--- config.mk ---
export PLATFORM = sky130hd
export DESIGN_NAME = ftdi_bus_arbiter_flat
export DESIGN_NICKNAME = d
export VERILOG_FILES = /design/src/rtl/ftdi_pkg.sv /design/src/rtl/ftdi_bus_arbiter_if.sv /design/src/rtl/ftdi_arb_watchdog.sv /design/src/rtl/ftdi_bus_arbiter.sv /design/src/flat_wrapper.sv
export SDC_FILE = /design/constraint.sdc
export NUM_CORES = 1
export LEC_CHECK = 0
export CORE_MARGIN = 4
export CORE_UTILIZATION = 25
export CTS_BUF_LIST = sky130_fd_sc_hd__clkbuf_2 sky130_fd_sc_hd__clkbuf_4 sky130_fd_sc_hd__clkbuf_8
export DETAILED_ROUTE_END_ITERATION = 7
export SYNTH_ARGS = -nofsm -noshare
export SYNTH_HDL_FRONTEND = slang
export SYNTH_HIERARCHICAL = 1
export SYNTH_SLANG_ARGS = --single-unit
export TNS_END_PERCENT = 100
--- constraint.sdc ---
create_clock -name usb_clk -period 3.14 [get_ports usb_clk]
set_input_delay 0.628 -clock usb_clk [delete_from_list [all_inputs] [get_ports usb_clk]]
set_output_delay 0.628 -clock usb_clk [all_outputs]
set_load 0.01 [all_outputs]
--- src/rtl/ftdi_pkg.sv ---
// Shared types and constants for the FT60x half-duplex bus arbiter.
package ftdi_pkg;

    localparam int unsigned CntWidth = 16;

    typedef enum logic [1:0] {
        StIdle = 2'd0,
        StTx   = 2'd1,
        StRx   = 2'd2,
        StTurn = 2'd3
    } arb_state_e;

    localparam logic DIR_TX = 1'b0;
    localparam logic DIR_RX = 1'b1;

    function automatic logic [CntWidth-1:0] sat_inc(input logic [CntWidth-1:0] v);
        return (v == '1) ? v : v + {{(CntWidth-1){1'b0}}, 1'b1};
    endfunction

endpackage

--- src/rtl/ftdi_bus_arbiter_if.sv ---
// Request/beat inputs and grant/status outputs of the FT60x bus arbiter.
interface ftdi_bus_arbiter_if;
    import ftdi_pkg::*;

    logic                usb_txe_n;
    logic                usb_rxf_n;
    logic                tx_valid;
    logic                tx_beat;
    logic                tx_last;
    logic                rx_beat;
    logic                rx_afull;
    logic                grant_tx;
    logic                grant_rx;
    logic                bus_idle;
    logic [CntWidth-1:0] burst_cnt;
    logic                err_beat;
    logic                err_timeout;

    modport master (
        input  usb_txe_n, usb_rxf_n, tx_valid, tx_beat, tx_last, rx_beat, rx_afull,
        output grant_tx, grant_rx, bus_idle, burst_cnt, err_beat, err_timeout
    );

    modport slave (
        output usb_txe_n, usb_rxf_n, tx_valid, tx_beat, tx_last, rx_beat, rx_afull,
        input  grant_tx, grant_rx, bus_idle, burst_cnt, err_beat, err_timeout
    );

endinterface

--- src/rtl/ftdi_arb_watchdog.sv ---
// Loadable down-counter that pulses expired_o on the last counted cycle of a stalled grant.
module ftdi_arb_watchdog
    import ftdi_pkg::*;
(
    input  logic                clk_i,
    input  logic                rst_ni,
    input  logic                load_i,
    input  logic [CntWidth-1:0] load_val_i,
    input  logic                clr_i,
    input  logic                count_i,
    output logic                expired_o
);

    localparam logic [CntWidth-1:0] One = CntWidth'(1);

    logic [CntWidth-1:0] cnt_q, cnt_d;

    always_comb begin
        cnt_d = cnt_q;
        if (load_i) begin
            cnt_d = load_val_i;
        end else if (clr_i) begin
            cnt_d = '0;
        end else if (count_i && cnt_q != '0) begin
            cnt_d = cnt_q - One;
        end
    end

    // A load (beat) in the same cycle suppresses expiry.
    assign expired_o = count_i & ~load_i & ~clr_i & (cnt_q == One);

    always_ff @(posedge clk_i or negedge rst_ni) begin
        if (!rst_ni) begin
            cnt_q <= '0;
        end else begin
            cnt_q <= cnt_d;
        end
    end

endmodule

--- src/rtl/ftdi_bus_arbiter.sv ---
// Half-duplex FT60x bus scheduler: picks TX or RX ownership with burst limits,
// round-robin tie-break, turnaround gaps and a stall watchdog.
module ftdi_bus_arbiter
    import ftdi_pkg::*;
#(
    parameter int unsigned MAX_BURST   = 256,
    parameter int unsigned TURN_CYCLES = 2,
    parameter int unsigned TIMEOUT     = 1024,
    parameter bit          RX_FIRST    = 1'b1
) (
    input logic                usb_clk,
    input logic                rstn_usbclk,
    ftdi_bus_arbiter_if.master bus
);

    localparam logic [CntWidth:0]   MaxBurst = (CntWidth+1)'(MAX_BURST);
    localparam logic [CntWidth-1:0] WdLoad   = CntWidth'(TIMEOUT);
    localparam logic [3:0]          TurnLoad = 4'(TURN_CYCLES - 1);

    arb_state_e          state_q, state_d;
    logic [CntWidth-1:0] burst_cnt_q, burst_cnt_d;
    logic [3:0]          turn_cnt_q, turn_cnt_d;
    logic                last_served_q, last_served_d;
    logic                err_beat_q, err_beat_d;
    logic                err_timeout_q, err_timeout_d;

    logic                tx_req, rx_req;
    logic                in_tx, in_rx, in_grant;
    logic                beat, opp_req, limit;
    logic [CntWidth:0]   cnt_inc;
    logic                wd_load, wd_clr, wd_expired;

    assign tx_req   = bus.tx_valid & ~bus.usb_txe_n;
    assign rx_req   = ~bus.usb_rxf_n & ~bus.rx_afull;
    assign in_tx    = (state_q == StTx);
    assign in_rx    = (state_q == StRx);
    assign in_grant = in_tx | in_rx;
    assign beat     = (in_tx & bus.tx_beat) | (in_rx & bus.rx_beat);
    assign opp_req  = in_tx ? rx_req : tx_req;
    assign cnt_inc  = {1'b0, burst_cnt_q} + {{CntWidth{1'b0}}, 1'b1};
    assign limit    = beat & (cnt_inc >= MaxBurst);

    // Reload on every grant entry and every beat; idle otherwise.
    assign wd_load = beat | ((state_q == StIdle) & (tx_req | rx_req));
    assign wd_clr  = ~in_grant & ~wd_load;

    ftdi_arb_watchdog u_watchdog (
        .clk_i      (usb_clk),
        .rst_ni     (rstn_usbclk),
        .load_i     (wd_load),
        .load_val_i (WdLoad),
        .clr_i      (wd_clr),
        .count_i    (in_grant),
        .expired_o  (wd_expired)
    );

    always_comb begin
        logic rel;
        state_d       = state_q;
        burst_cnt_d   = burst_cnt_q;
        turn_cnt_d    = turn_cnt_q;
        last_served_d = last_served_q;
        rel           = 1'b0;

        unique case (state_q)
            StIdle: begin
                if (tx_req && (!rx_req || last_served_q == DIR_RX)) begin
                    state_d       = StTx;
                    last_served_d = DIR_TX;
                    burst_cnt_d   = '0;
                end else if (rx_req) begin
                    state_d       = StRx;
                    last_served_d = DIR_RX;
                    burst_cnt_d   = '0;
                end
            end
            StTx, StRx: begin
                if (in_tx) begin
                    rel = (bus.tx_beat & bus.tx_last) | bus.usb_txe_n;
                end else begin
                    rel = bus.usb_rxf_n | bus.rx_afull;
                end
                rel = rel | (limit & opp_req) | wd_expired;
                // Wrap at the limit only while the grant is kept.
                if (beat) begin
                    burst_cnt_d = (limit && !rel) ? '0 : sat_inc(burst_cnt_q);
                end
                if (rel) begin
                    state_d    = StTurn;
                    turn_cnt_d = TurnLoad;
                end
            end
            StTurn: begin
                if (turn_cnt_q == 4'd0) begin
                    state_d = StIdle;
                end else begin
                    turn_cnt_d = turn_cnt_q - 4'd1;
                end
            end
        endcase

        err_beat_d    = err_beat_q | (bus.tx_beat & ~in_tx) | (bus.rx_beat & ~in_rx);
        err_timeout_d = err_timeout_q | wd_expired;
    end

    always_ff @(posedge usb_clk or negedge rstn_usbclk) begin
        if (!rstn_usbclk) begin
            state_q       <= StIdle;
            burst_cnt_q   <= '0;
            turn_cnt_q    <= '0;
            last_served_q <= RX_FIRST ? DIR_TX : DIR_RX;
            err_beat_q    <= 1'b0;
            err_timeout_q <= 1'b0;
        end else begin
            state_q       <= state_d;
            burst_cnt_q   <= burst_cnt_d;
            turn_cnt_q    <= turn_cnt_d;
            last_served_q <= last_served_d;
            err_beat_q    <= err_beat_d;
            err_timeout_q <= err_timeout_d;
        end
    end

    assign bus.grant_tx    = in_tx;
    assign bus.grant_rx    = in_rx;
    assign bus.bus_idle    = (state_q == StIdle);
    assign bus.burst_cnt   = burst_cnt_q;
    assign bus.err_beat    = err_beat_q;
    assign bus.err_timeout = err_timeout_q;

    grant_exclusive_a: assert property (@(posedge usb_clk) disable iff (!rstn_usbclk)
        !(bus.grant_tx && bus.grant_rx));

endmodule
--- src/flat_wrapper.sv ---
// flat-port wrapper written by rule: the top's interface ports become plain ports
module ftdi_bus_arbiter_flat import ftdi_pkg::*;
#(
    parameter int unsigned MAX_BURST   = 256,
    parameter int unsigned TURN_CYCLES = 2,
    parameter int unsigned TIMEOUT     = 1024,
    parameter bit          RX_FIRST    = 1'b1
)
  (usb_clk, rstn_usbclk, bus_usb_txe_n, bus_usb_rxf_n, bus_tx_valid, bus_tx_beat, bus_tx_last, bus_rx_beat, bus_rx_afull, bus_grant_tx, bus_grant_rx, bus_bus_idle, bus_burst_cnt, bus_err_beat, bus_err_timeout);
  ftdi_bus_arbiter_if bus_i ();
  input logic usb_clk;
  input logic rstn_usbclk;
  input wire logic [$bits(bus_i.usb_txe_n)-1:0] bus_usb_txe_n;
  input wire logic [$bits(bus_i.usb_rxf_n)-1:0] bus_usb_rxf_n;
  input wire logic [$bits(bus_i.tx_valid)-1:0] bus_tx_valid;
  input wire logic [$bits(bus_i.tx_beat)-1:0] bus_tx_beat;
  input wire logic [$bits(bus_i.tx_last)-1:0] bus_tx_last;
  input wire logic [$bits(bus_i.rx_beat)-1:0] bus_rx_beat;
  input wire logic [$bits(bus_i.rx_afull)-1:0] bus_rx_afull;
  output wire logic [$bits(bus_i.grant_tx)-1:0] bus_grant_tx;
  output wire logic [$bits(bus_i.grant_rx)-1:0] bus_grant_rx;
  output wire logic [$bits(bus_i.bus_idle)-1:0] bus_bus_idle;
  output wire logic [$bits(bus_i.burst_cnt)-1:0] bus_burst_cnt;
  output wire logic [$bits(bus_i.err_beat)-1:0] bus_err_beat;
  output wire logic [$bits(bus_i.err_timeout)-1:0] bus_err_timeout;
  assign bus_i.usb_txe_n = bus_usb_txe_n;
  assign bus_i.usb_rxf_n = bus_usb_rxf_n;
  assign bus_i.tx_valid = bus_tx_valid;
  assign bus_i.tx_beat = bus_tx_beat;
  assign bus_i.tx_last = bus_tx_last;
  assign bus_i.rx_beat = bus_rx_beat;
  assign bus_i.rx_afull = bus_rx_afull;
  assign bus_grant_tx = bus_i.grant_tx;
  assign bus_grant_rx = bus_i.grant_rx;
  assign bus_bus_idle = bus_i.bus_idle;
  assign bus_burst_cnt = bus_i.burst_cnt;
  assign bus_err_beat = bus_i.err_beat;
  assign bus_err_timeout = bus_i.err_timeout;
  ftdi_bus_arbiter #(.MAX_BURST(MAX_BURST), .TURN_CYCLES(TURN_CYCLES), .TIMEOUT(TIMEOUT), .RX_FIRST(RX_FIRST)) u_core (.usb_clk(usb_clk), .rstn_usbclk(rstn_usbclk), .bus(bus_i));
endmodule
# After elaboration in Yosys (flattened, before gate mapping)
# Cells that the tools add are included.
# op_classes
add_sub_neg	4
magnitude_cmp	1
n_eq_ne	11
n_mux	22
bitwise_logic	33
reduce_logical	18
# op_table
op	count
$mux 16	8
$pmux 16 s2	1
$add 16x1->17 const B	1
$ge 17x9->1 const B	1
$add 16x1->16 const B	1
$eq 16x1->1 const B	1
$eq 16x16->1 const B	1
$reduce_bool 16->1	1
$sub 16x1->16 const B	1
$and 1x1->1	14
$or 1x1->1	11
$mux 2	4
$mux 4	2
$not 1->1	8
$pmux 4 s2	1
$ne 2x1->1 const B	3
$pmux 2 s3	1
$reduce_and 3->1	2
$reduce_bool 2->1	3
$mux 1	5
$eq 2x2->1 const B	2
$logic_not 4->1	1
$reduce_and 4->1	1
$sub 4x1->4 const B	1
other kinds (11)	14
# word_totals
ff_bits	41
input_bits	9
output_inout_bits	21

# Longest topological paths before layout
# Gate-level depths: netlist of the first run.
# depth
ltp_word	16
mapped_depth	16
ltp_nobuf	13

# By module
# The synthesis of the first run kept the hierarchy.
# by_module_without_submodules
mod	instances	cells_each	area_per_inst_um2	seq_area_each_um2
ftdi_bus_arbiter	1	186	1706.6	625.6
ftdi_arb_watchdog	1	125	1142.3	400.4

# Worst setup path before layout of the first run
# OpenSTA, ideal clock, no wires.
# synth_path
path_type	register -> register
start	register u_core.state_q[1]
end	register u_core.burst_cnt_q[12] (netlist: u_core/bus.burst_cnt[12])
setup_ps	66
arrival_ps	3311
slack_ps	-238
path_stages_with_launch	15
synth_period_minus_slack_ps	3378
path_cell_list	dfrtp_1 inv_1 ha_1 clkbuf_1 nor2_1 or2_2 clkbuf_1 or3_1 nor4b_1 nor2_1 and2_1 a211oi_2 or2_1 buf_6 a221o_1
# synth_between
word_cells_on_any_way	34
cone_classes	eq/ne (5); mux (6); bitwise (17); reduce/logical (6)
# synth_lines
element	line_no	text
start: declaration	ftdi_bus_arbiter.sv:20	arb_state_e state_q, state_d;
start signal: assignment	ftdi_bus_arbiter.sv:108	state_q <= StIdle;
start signal: assignment	ftdi_bus_arbiter.sv:115	state_q <= state_d;
$eq 2x1->1 / $eq 2x2->1 (equally long branches)	ftdi_bus_arbiter.sv:35, ftdi_bus_arbiter.sv:36	
$or 1x1->1 *	ftdi_bus_arbiter.sv:37	assign in_grant = in_tx | in_rx;
net u_core.in_grant	ftdi_bus_arbiter.sv:28	logic in_tx, in_rx, in_grant;
$not 1->1 *	ftdi_bus_arbiter.sv:45	assign wd_clr = ~in_grant & ~wd_load;
$and 1x1->1 *	ftdi_bus_arbiter.sv:45	
net u_core.wd_clr	ftdi_bus_arbiter.sv:31	logic wd_load, wd_clr, wd_expired;
$not 1->1 *	ftdi_arb_watchdog.sv:30	assign expired_o = count_i & ~load_i & ~clr_i & (cnt_q == One);
$and 1x1->1 * (2 in a row)	ftdi_arb_watchdog.sv:30	
net u_core.wd_expired	ftdi_bus_arbiter.sv:31	
$or 1x1->1 *	ftdi_bus_arbiter.sv:83	rel = rel | (limit & opp_req) | wd_expired;
$logic_not 1->1 *	ftdi_bus_arbiter.sv:86	burst_cnt_d = (limit && !rel) ? '0 : sat_inc(burst_cnt_q);
$logic_and 1x1->1 *	ftdi_bus_arbiter.sv:86	
$mux 16	ftdi_bus_arbiter.sv:86	
$mux 16	ftdi_bus_arbiter.sv:85	if (beat) begin
$pmux 16 s2	ftdi_bus_arbiter.sv:65	unique case (state_q)
end signal: assignment	ftdi_bus_arbiter.sv:116	burst_cnt_q <= burst_cnt_d;
end: declaration	ftdi_bus_arbiter.sv:21	logic [CntWidth-1:0] burst_cnt_q, burst_cnt_d;
# The timed path passes the listed nets; every way through them passes the cells marked *. The select of a mux whose other input is x is not followed.
# A chain may end at the register's enable or synchronous reset.

# Final worst setup path of the first run
# layout_path
start	input port bus_tx_beat
end	register u_core.burst_cnt_q[13] (netlist: u_core/bus.burst_cnt[13])
# layout_between
elab_chain_len	14
word_cells_on_any_way	25
cone_classes	eq/ne (2); mux (5); bitwise (15); reduce/logical (3)
# layout_rtl
element	line_no	text
start: declaration	flat_wrapper.sv:16	input wire logic [$bits(bus_i.tx_beat)-1:0] bus_tx_beat;
$and 1x1->1 *	ftdi_bus_arbiter.sv:38	assign beat = (in_tx & bus.tx_beat) | (in_rx & bus.rx_beat);
$or 1x1->1 *	ftdi_bus_arbiter.sv:38	
$or 1x1->1 *	ftdi_bus_arbiter.sv:44	assign wd_load = beat | ((state_q == StIdle) & (tx_req | rx_req));
net u_core.wd_load	ftdi_bus_arbiter.sv:31	
$not 1->1 *	ftdi_arb_watchdog.sv:30, ftdi_bus_arbiter.sv:45	
$and 1x1->1	ftdi_bus_arbiter.sv:45	
$not 1->1	ftdi_arb_watchdog.sv:30	
$and 1x1->1 * (2 in a row)	ftdi_arb_watchdog.sv:30	
net u_core.wd_expired	ftdi_bus_arbiter.sv:31	
$or 1x1->1 *	ftdi_bus_arbiter.sv:83	
$logic_not 1->1 *	ftdi_bus_arbiter.sv:86	
$logic_and 1x1->1 *	ftdi_bus_arbiter.sv:86	
$mux 16	ftdi_bus_arbiter.sv:86	
$mux 16	ftdi_bus_arbiter.sv:85	
$pmux 16 s2	ftdi_bus_arbiter.sv:65	
# Marks and branches as above.

==> results of run 1 <==
-- cells in the mapped netlist (all sizes together), types with 10 or more instances --
library cell / n / area (µm²)
ha: 10 / 125
mux2i: 10 / 100
nand3: 12 / 60.1
nand2: 27 / 101
a21oi: 18 / 93.8
nor3: 11 / 55.1
dfrtp: 41 / 1030
nor2: 23 / 86.3
inv: 13 / 48.8
-- registers in the layout, summed over array words and instances, names as in the netlist --
name / flops
u_core/bus.burst_cnt: 16
u_core/u_watchdog/cnt_q: 16
u_core/turn_cnt_q: 4
u_core/state_q: 2
u_core/bus.err_beat: 1
u_core/bus.err_timeout: 1
u_core/last_served_q: 1
-- placed cells by master, fill, tap and decap left out, types with 4 or more instances in the layout --
master	instances
sky130_fd_sc_hd__a21oi_1	17
sky130_fd_sc_hd__buf_4	19
sky130_fd_sc_hd__o211ai_1	4
sky130_fd_sc_hd__nor2_1	20
sky130_fd_sc_hd__ha_1	7
sky130_fd_sc_hd__nand2_1	27
sky130_fd_sc_hd__clkbuf_8	7
sky130_fd_sc_hd__o21ai_0	5
sky130_fd_sc_hd__or4_1	5
sky130_fd_sc_hd__mux2i_1	10
sky130_fd_sc_hd__a22o_1	6
sky130_fd_sc_hd__nor3_1	11
sky130_fd_sc_hd__a221o_1	9
sky130_fd_sc_hd__or3_1	6
sky130_fd_sc_hd__nand3_1	12
sky130_fd_sc_hd__inv_1	12
sky130_fd_sc_hd__clkdlybuf4s50_1	26
sky130_fd_sc_hd__nand4_1	9
sky130_fd_sc_hd__conb_1	20
sky130_fd_sc_hd__dfrtp_1	41
sky130_fd_sc_hd__and3_1	9
-- cell families after synthesis --
| kind of cell | Yosys count | share of synthesized area, % |
|---|---|---|
| multiplexers | 10 | 3.51 |
| AND/OR/NAND/NOR | 129 | 25.2 |
| adder cells (fa/ha/maj) | 10 | 4.39 |
| XOR/XNOR | 4 | 1.23 |
| AO/OA/AOI/OAI | 86 | 24.5 |
| other | 2 | 0.264 |
| buffers and inverters | 29 | 4.92 |
| flip-flops | 41 | 36.0 |
-- power breakdown --
part	switching [µW]	leakage, µW	internal, µW
clock	203	0.0000542	199
sequential	174	0.000536	670
combinational	1250	0.000992	1000
total	1620	0.00158	1870
-- final cells by class --
class / count / area, µm²
inverters: 13 / 48.8
flip-flops and latches: 41 / 1030
multi-input cells: 259 / 1820
clock buffers: 7 / 96.3
repair buffers: 50 / 478
fillers: 1152 / 7330
clock inverters: 1 / 5.00
well taps: 140 / 175
-- critical path, delay by kind of cell --
family | cells | cell delay [ns]
and+or+nand+nor | 7 | 1.45
buffers and inverters | 2 | 0.61
AOI/OAI and AO/OA | 3 | 0.54
-- per-layer routing --
| layer | routed length (µm) | vias up | global-route usage, % |
|---|---|---|---|
| met5 | 0 | - | 0 |
| met4 | 92 | 0 | 3.21 |
| met3 | 270 | 9 | 2.37 |
| met2 | 3620 | 34 | 19.9 |
| met1 | 3600 | 1259 | 15.3 |
| li1 | - | 1291 | - |
-- metrics by stage --
stage	hold WS (ns)	util, %	setup slack (ns)
CTS	0.497	32.6	0.0132
detailed placement	0.485	31.4	-0.501
floorplan	0.332	-	0.000544
global route	0.549	33.3	0.000932
global placement	0.462	31.4	-0.358
finish	0.468	33.3	0.127
-- timing repair --
action / in CTS / in global routing
pin swaps: 4 / 10
gates resized for setup: 4 / 10
endpoints found under the setup margin: 21 / 21
setup buffers: 1 / 2
gates cloned: 0 / 1
-- final timing paths --
check / from / end / slack, ns / cells after the start
hold reg to reg: u_core/last_served_q / u_core/last_served_q / 0.51 / 1
max in group asynchronous: rstn_usbclk / u_core/u_watchdog/cnt_q[11] / 2.08 / 1
setup reg to reg: u_core/state_q[1] / u_core/bus.burst_cnt[13] / 0.17 / 13
setup / recovery: bus_tx_beat / u_core/bus.burst_cnt[13] / 0.13 / 12
hold / removal: rstn_usbclk / u_core/bus.burst_cnt[14] / 0.47 / 1
min in group usb_clk: u_core/last_served_q / u_core/last_served_q / 0.51 / 1
==> results.md, run 1 <==
- **maximum number of pins on one net before global-route repair** 42
- **Routed WL** 7.58 mm
- **area of the die** 0.0132 mm²
- **clock transition at the registers of the reported paths** 0.09 ns
- **power density over the cells** 957 mW/mm²
- **synthesis-to-finish area growth** 28.2%
- **capturing element type of the critical path** flip-flop
- **crit start category** input pin
- **setup repair after global routing missed its margin** false
- **number of buffers added to fix hold violations after cts** 0
- **largest vdd supply drop** 0.000400 V
- **initial drt markers** 122
- **initial core utilization** 25.9%
- **placed cell area** 0.00345 mm²
- **Clock Root Buffer** sky130_fd_sc_hd__clkbuf_8
- **most used cell, CP** sky130_fd_sc_hd__or2_4
- **insertion delay to the later sink of the worst-skew pair** 0.30 ns
- **Main synth FF type** sky130_fd_sc_hd__dfrtp_1
- **I/O Buffers** 29
- **clock period minus final worst setup slack** 3.01 ns
- **half-perimeter wire length after placement** 5.35 mm
- **Data required, critical path** 3.36 ns
- **post-layout total power** 3500 µW
- **Data arrival, critical path** 3.24 ns
- **Hold/Removal Path Class** in -> async
- **worst-path fanout max** 5
- **slew at the pin closest to its max-slew limit** 0.956 ns
- **initial antenna violation count** 0
- **Post-Layout Inst Area** 0.00365 mm²
- **core box area** 0.0110 mm²
- **largest buffer count on any clock path** 2
- **Post-synth ARST share** 100%
- **Placement Rows** 38
- **count of state elements after synthesis** 41
- **Unique masters post-synth** 67
- **Seq/Total Area, Yosys** 36.0%
- **detailed-router iteration count before antenna repair** 4
- **clock sink count** 41
- **yosys synthesis warning count** 6
- **first-pass GRT wire length** 12.7 mm
- **cell-by-cell trace of the critical path** clkdlybuf4s50_1 -> a22oi_2 -> nand2_1 -> or2_4 -> or3_4 -> nor4b_4 -> nor2_2 -> and2_4 -> a211oi_4 -> or2_4 -> clkbuf_16 -> o2bb2ai_1
- **count of flip-flops with a built-in enable after synthesis** 0
- **overall global routing resource usage** 11.8%
- **Worst slew margin** 36.3%
- **DRC errors left** 0
- **final-report max-slew violation count** 0
- **setup TNS after final layout** 0 ns
- **fin cells** 511
- **Setup CP Type** in -> reg
- **number of antenna cells inserted** 0
- **layout cells sized above 1** 15.9%
- **I/O pin count** 30
- **residual antenna-violating net count after detailed routing** 0
- **number of nets in the layout** 389
- **via count of the first global-routing pass** 2545
- **final hold viol count** 0
- **synthesized netlist cell count** 311
- **average instance area after synthesis** 9.16 µm²
- **share of the cycle needed by the critical path after routing** 96.0%
- **final-report setup violation count** 0
- **Die Y** 115 µm
- **max-capacitance violation count** 0
- **post-placement cell count** 499
- **post-synthesis instance area** 0.00285 mm²
- **leakage power total** 0.00158 µW
- **via density per instance** 5.07
- **Routability Congestion** 0.773
- **number of H-tree levels** 2
- **run status** finished clean
- **Clock Skew** 0.00495 ns
- **top achievable clock speed** 0.332 GHz
- **die width** 115 µm
- **CTS tree** built
- **total via count in the routed design** 2593
- **stage delay of the slowest cell on the critical path** 0.47 ns
- **final global-route overflow total** 0
- **cell with the largest stage delay on the worst path** sky130_fd_sc_hd__clkdlybuf4s50_1
- **Routed WL per cell** 14.8 µm
- **TritonCTS Buffers** 5
No activity file was read; power rests on OpenSTA's default activity.
==> run 2, diff against run 1 <==
PLACE_DENSITY = 0.4   (was default)
SKIP_CTS_REPAIR_TIMING = 1   (was default)
clock period = 2.98 ns   (was 3.14 ns; I/O delays follow)
==> results.md, run 2 (synthesized netlist as in run 1, its figures left out) <==
- **initial antenna violation count** 0, unchanged
- **max-capacitance violation count** 0, unchanged
- **Routed WL per cell** 15.6 µm, was 14.8 µm
- **endpoint of the worst register-to-register path** u_core/bus.burst_cnt[11], was u_core/bus.burst_cnt[13]
- **Data required, critical path** 3.25 ns, was 3.36 ns
- **worst reg2reg setup slack** 0.10 ns, was 0.17 ns
- **Clock Skew** 0.00981 ns, was 0.00495 ns
- **maximum number of pins on one net before global-route repair** 33, was 42
- **slew at the pin closest to its max-slew limit** 0.820 ns, was 0.956 ns
- **stage delay of the slowest cell on the critical path** 0.45 ns, was 0.47 ns
- **detailed-router iteration count before antenna repair** 4, unchanged
- **area of the die** 0.0132 mm², unchanged
- **final-report setup violation count** 0, unchanged
- **synthesis-to-finish area growth** 34.0%, was 28.2%
- **first-pass GRT wire length** 13.3 mm, was 12.7 mm
- **largest vdd supply drop** 0.000370 V, was 0.000400 V
- **clock period minus final worst setup slack** 2.92 ns
- **capturing element type of the critical path** flip-flop, unchanged
- **Clock Root Buffer** sky130_fd_sc_hd__clkbuf_8, unchanged
- **clock sink count** 41, unchanged
- **Routed WL** 8.16 mm, was 7.58 mm
- **Post-Layout Inst Area** 0.00382 mm², was 0.00365 mm²
- **I/O pin count** 30, unchanged
- **half-perimeter wire length after placement** 5.55 mm, was 5.35 mm
- **placed cell area** 0.00357 mm², was 0.00345 mm²
- **CTS tree** built, unchanged
- **final hold viol count** 0, unchanged
- **layout cells sized above 1** 20.4%, was 15.9%
- **top achievable clock speed** 0.343 GHz
- **via count of the first global-routing pass** 2523, was 2545
- **overall global routing resource usage** 12.8%, was 11.8%
- **setup repair after global routing missed its margin** true, was false
- **Filler Cell Count** 1136, was 1152
- **DRC errors left** 0, unchanged
- **Routability Congestion** 0.711, was 0.773
- **hold_ws** 0.351 ns, was 0.468 ns
- **top library cells by usage in the layout, fill and taps aside** 40 x sky130_fd_sc_hd__dfrtp_1, 29 x sky130_fd_sc_hd__buf_4, 26 x sky130_fd_sc_hd__nand2_1, was 41 x sky130_fd_sc_hd__dfrtp_1, 27 x sky130_fd_sc_hd__nand2_1, 26 x sky130_fd_sc_hd__clkdlybuf4s50_1
- **power density over the cells** 1030 mW/mm², was 957 mW/mm²
- **share of the cycle needed by the critical path after routing** 97.9%
- **run status** finished clean, unchanged
- **leakage power total** 0.00167 µW, was 0.00158 µW
- **residual antenna-violating net count after detailed routing** 0, unchanged
- **cell with the largest stage delay on the worst path** sky130_fd_sc_hd__clkdlybuf4s50_1, unchanged
- **crit start category** input pin, unchanged
- **initial core utilization** 25.9%, unchanged
- **most used cell, CP** sky130_fd_sc_hd__or2_4, unchanged
- **final worst-path setup slack** 0.0613 ns, was 0.127 ns
- **worst reg2reg path startpoint** u_core/state_q[1], unchanged
- **via density per instance** 4.98, was 5.07
- **Die Y** 115 µm, unchanged
- **Placement Rows** 38, unchanged
- **Setup CP Type** in -> reg, unchanged
- **number of H-tree levels** 2, unchanged
- **most frequent standard cell in the layout excluding fill and tap cells** sky130_fd_sc_hd__dfrtp_1, unchanged
- **initial drt markers** 117, was 122
- **clock transition at the registers of the reported paths** 0.10 ns, was 0.09 ns
- **largest buffer count on any clock path** 2, unchanged
- **I/O Buffers** 29, unchanged
- **core box area** 0.0110 mm², unchanged
- **Setup WS pre-CTS** -0.441 ns, was -0.501 ns
- **TritonCTS Buffers** 5, unchanged
- **Worst slew margin** 45.3%, was 36.3%
- **insertion delay to the later sink of the worst-skew pair** 0.33 ns, was 0.30 ns
- **total via count in the routed design** 2602, was 2593
- **final global-route overflow total** 0, unchanged
- **Hold/Removal Path Class** in -> async, unchanged
- **number of cells traversed by the worst register-to-register path** 13, unchanged
- **setup TNS after final layout** 0 ns, unchanged
- **cell-by-cell trace of the critical path** clkdlybuf4s50_1 -> nor2b_4 -> o21ai_2 -> nand2_2 -> nor2_2 -> or2_4 -> or3_4 -> nor4b_4 -> nor2_1 -> and2_4 -> a211oi_4 -> or2_4 -> clkbuf_16 -> a221o_1, was clkdlybuf4s50_1 -> a22oi_2 -> nand2_1 -> or2_4 -> or3_4 -> nor4b_4 -> nor2_2 -> and2_4 -> a211oi_4 -> or2_4 -> clkbuf_16 -> o2bb2ai_1
- **Data arrival, critical path** 3.19 ns, was 3.24 ns
- **number of nets in the layout** 400, was 389
- **worst-path fanout max** 5, unchanged
- **final-report max-slew violation count** 0, unchanged
- **number of antenna cells inserted** 0, unchanged
- **die width** 115 µm, unchanged
==> run 2: cell type report <==
| type | instances | area [µm²] | share of cell area [%] |
|---|---|---|---|
| flip-flops and latches | 41 | 1030 | 26.9 |
| inverters | 13 | 48.8 | 1.28 |
| repair buffers | 61 | 581 | 15.2 |
| well taps | 140 | 175 | 4.59 |
| clock inverters | 3 | 46.3 | 1.21 |
| clock buffers | 5 | 68.8 | 1.80 |
| multi-input cells | 259 | 1870 | 49.0 |
==> run 2: worst max path at each step <==
stage                     cells after the start               from  slack, ns                       end
after floorplan                              15  u_core/state_q[0]      0.003  u_core/bus.burst_cnt[12]
after global routing                         13  u_core/state_q[1]      -0.02  u_core/bus.burst_cnt[11]
after CTS                                    12       bus_rx_afull      -0.09      u_core/turn_cnt_q[1]
final                                        14       bus_tx_valid       0.06  u_core/bus.burst_cnt[11]
after detailed placement                     14       bus_rx_afull      -0.44   u_core/bus.burst_cnt[7]
after global placement                       14      bus_usb_txe_n      -0.33  u_core/bus.burst_cnt[10]
==> run 2: metrics by stage <==
step / power, µW / instances / util, %
6_report: 3920 / 522 / 34.8
2_1_floorplan: 2550 / 329 / -
3_3_place_gp: 3220 / 508 / 32.5
4_1_cts: 3760 / 516 / 33.5
5_1_grt: 4250 / 522 / 34.8
3_5_place_dp: 3230 / 508 / 32.5
==> run 2: routing by layer <==
| metal | global-route usage [%] | share of wire, % | wire (µm) |
|---|---|---|---|
| met5 | 0 | 0 | 0 |
| met4 | 4.46 | 1.4 | 116 |
| met2 | 21.0 | 47 | 3840 |
| met1 | 16.7 | 48 | 3920 |
| met3 | 2.53 | 3.4 | 281 |
==> run 2: where the power goes <==
part	internal, µW	switching (µW)
clock	251	247
sequential	708	188
combinational	1150	1380
total	2110	1810
==> run 2: worst max-delay path: cells and delay by family <==
family                 cells  cell delay, ns
buffers and inverters      2            0.60
AND/OR/NAND/NOR            9            1.54
AO/OA/AOI/OAI              3            0.45
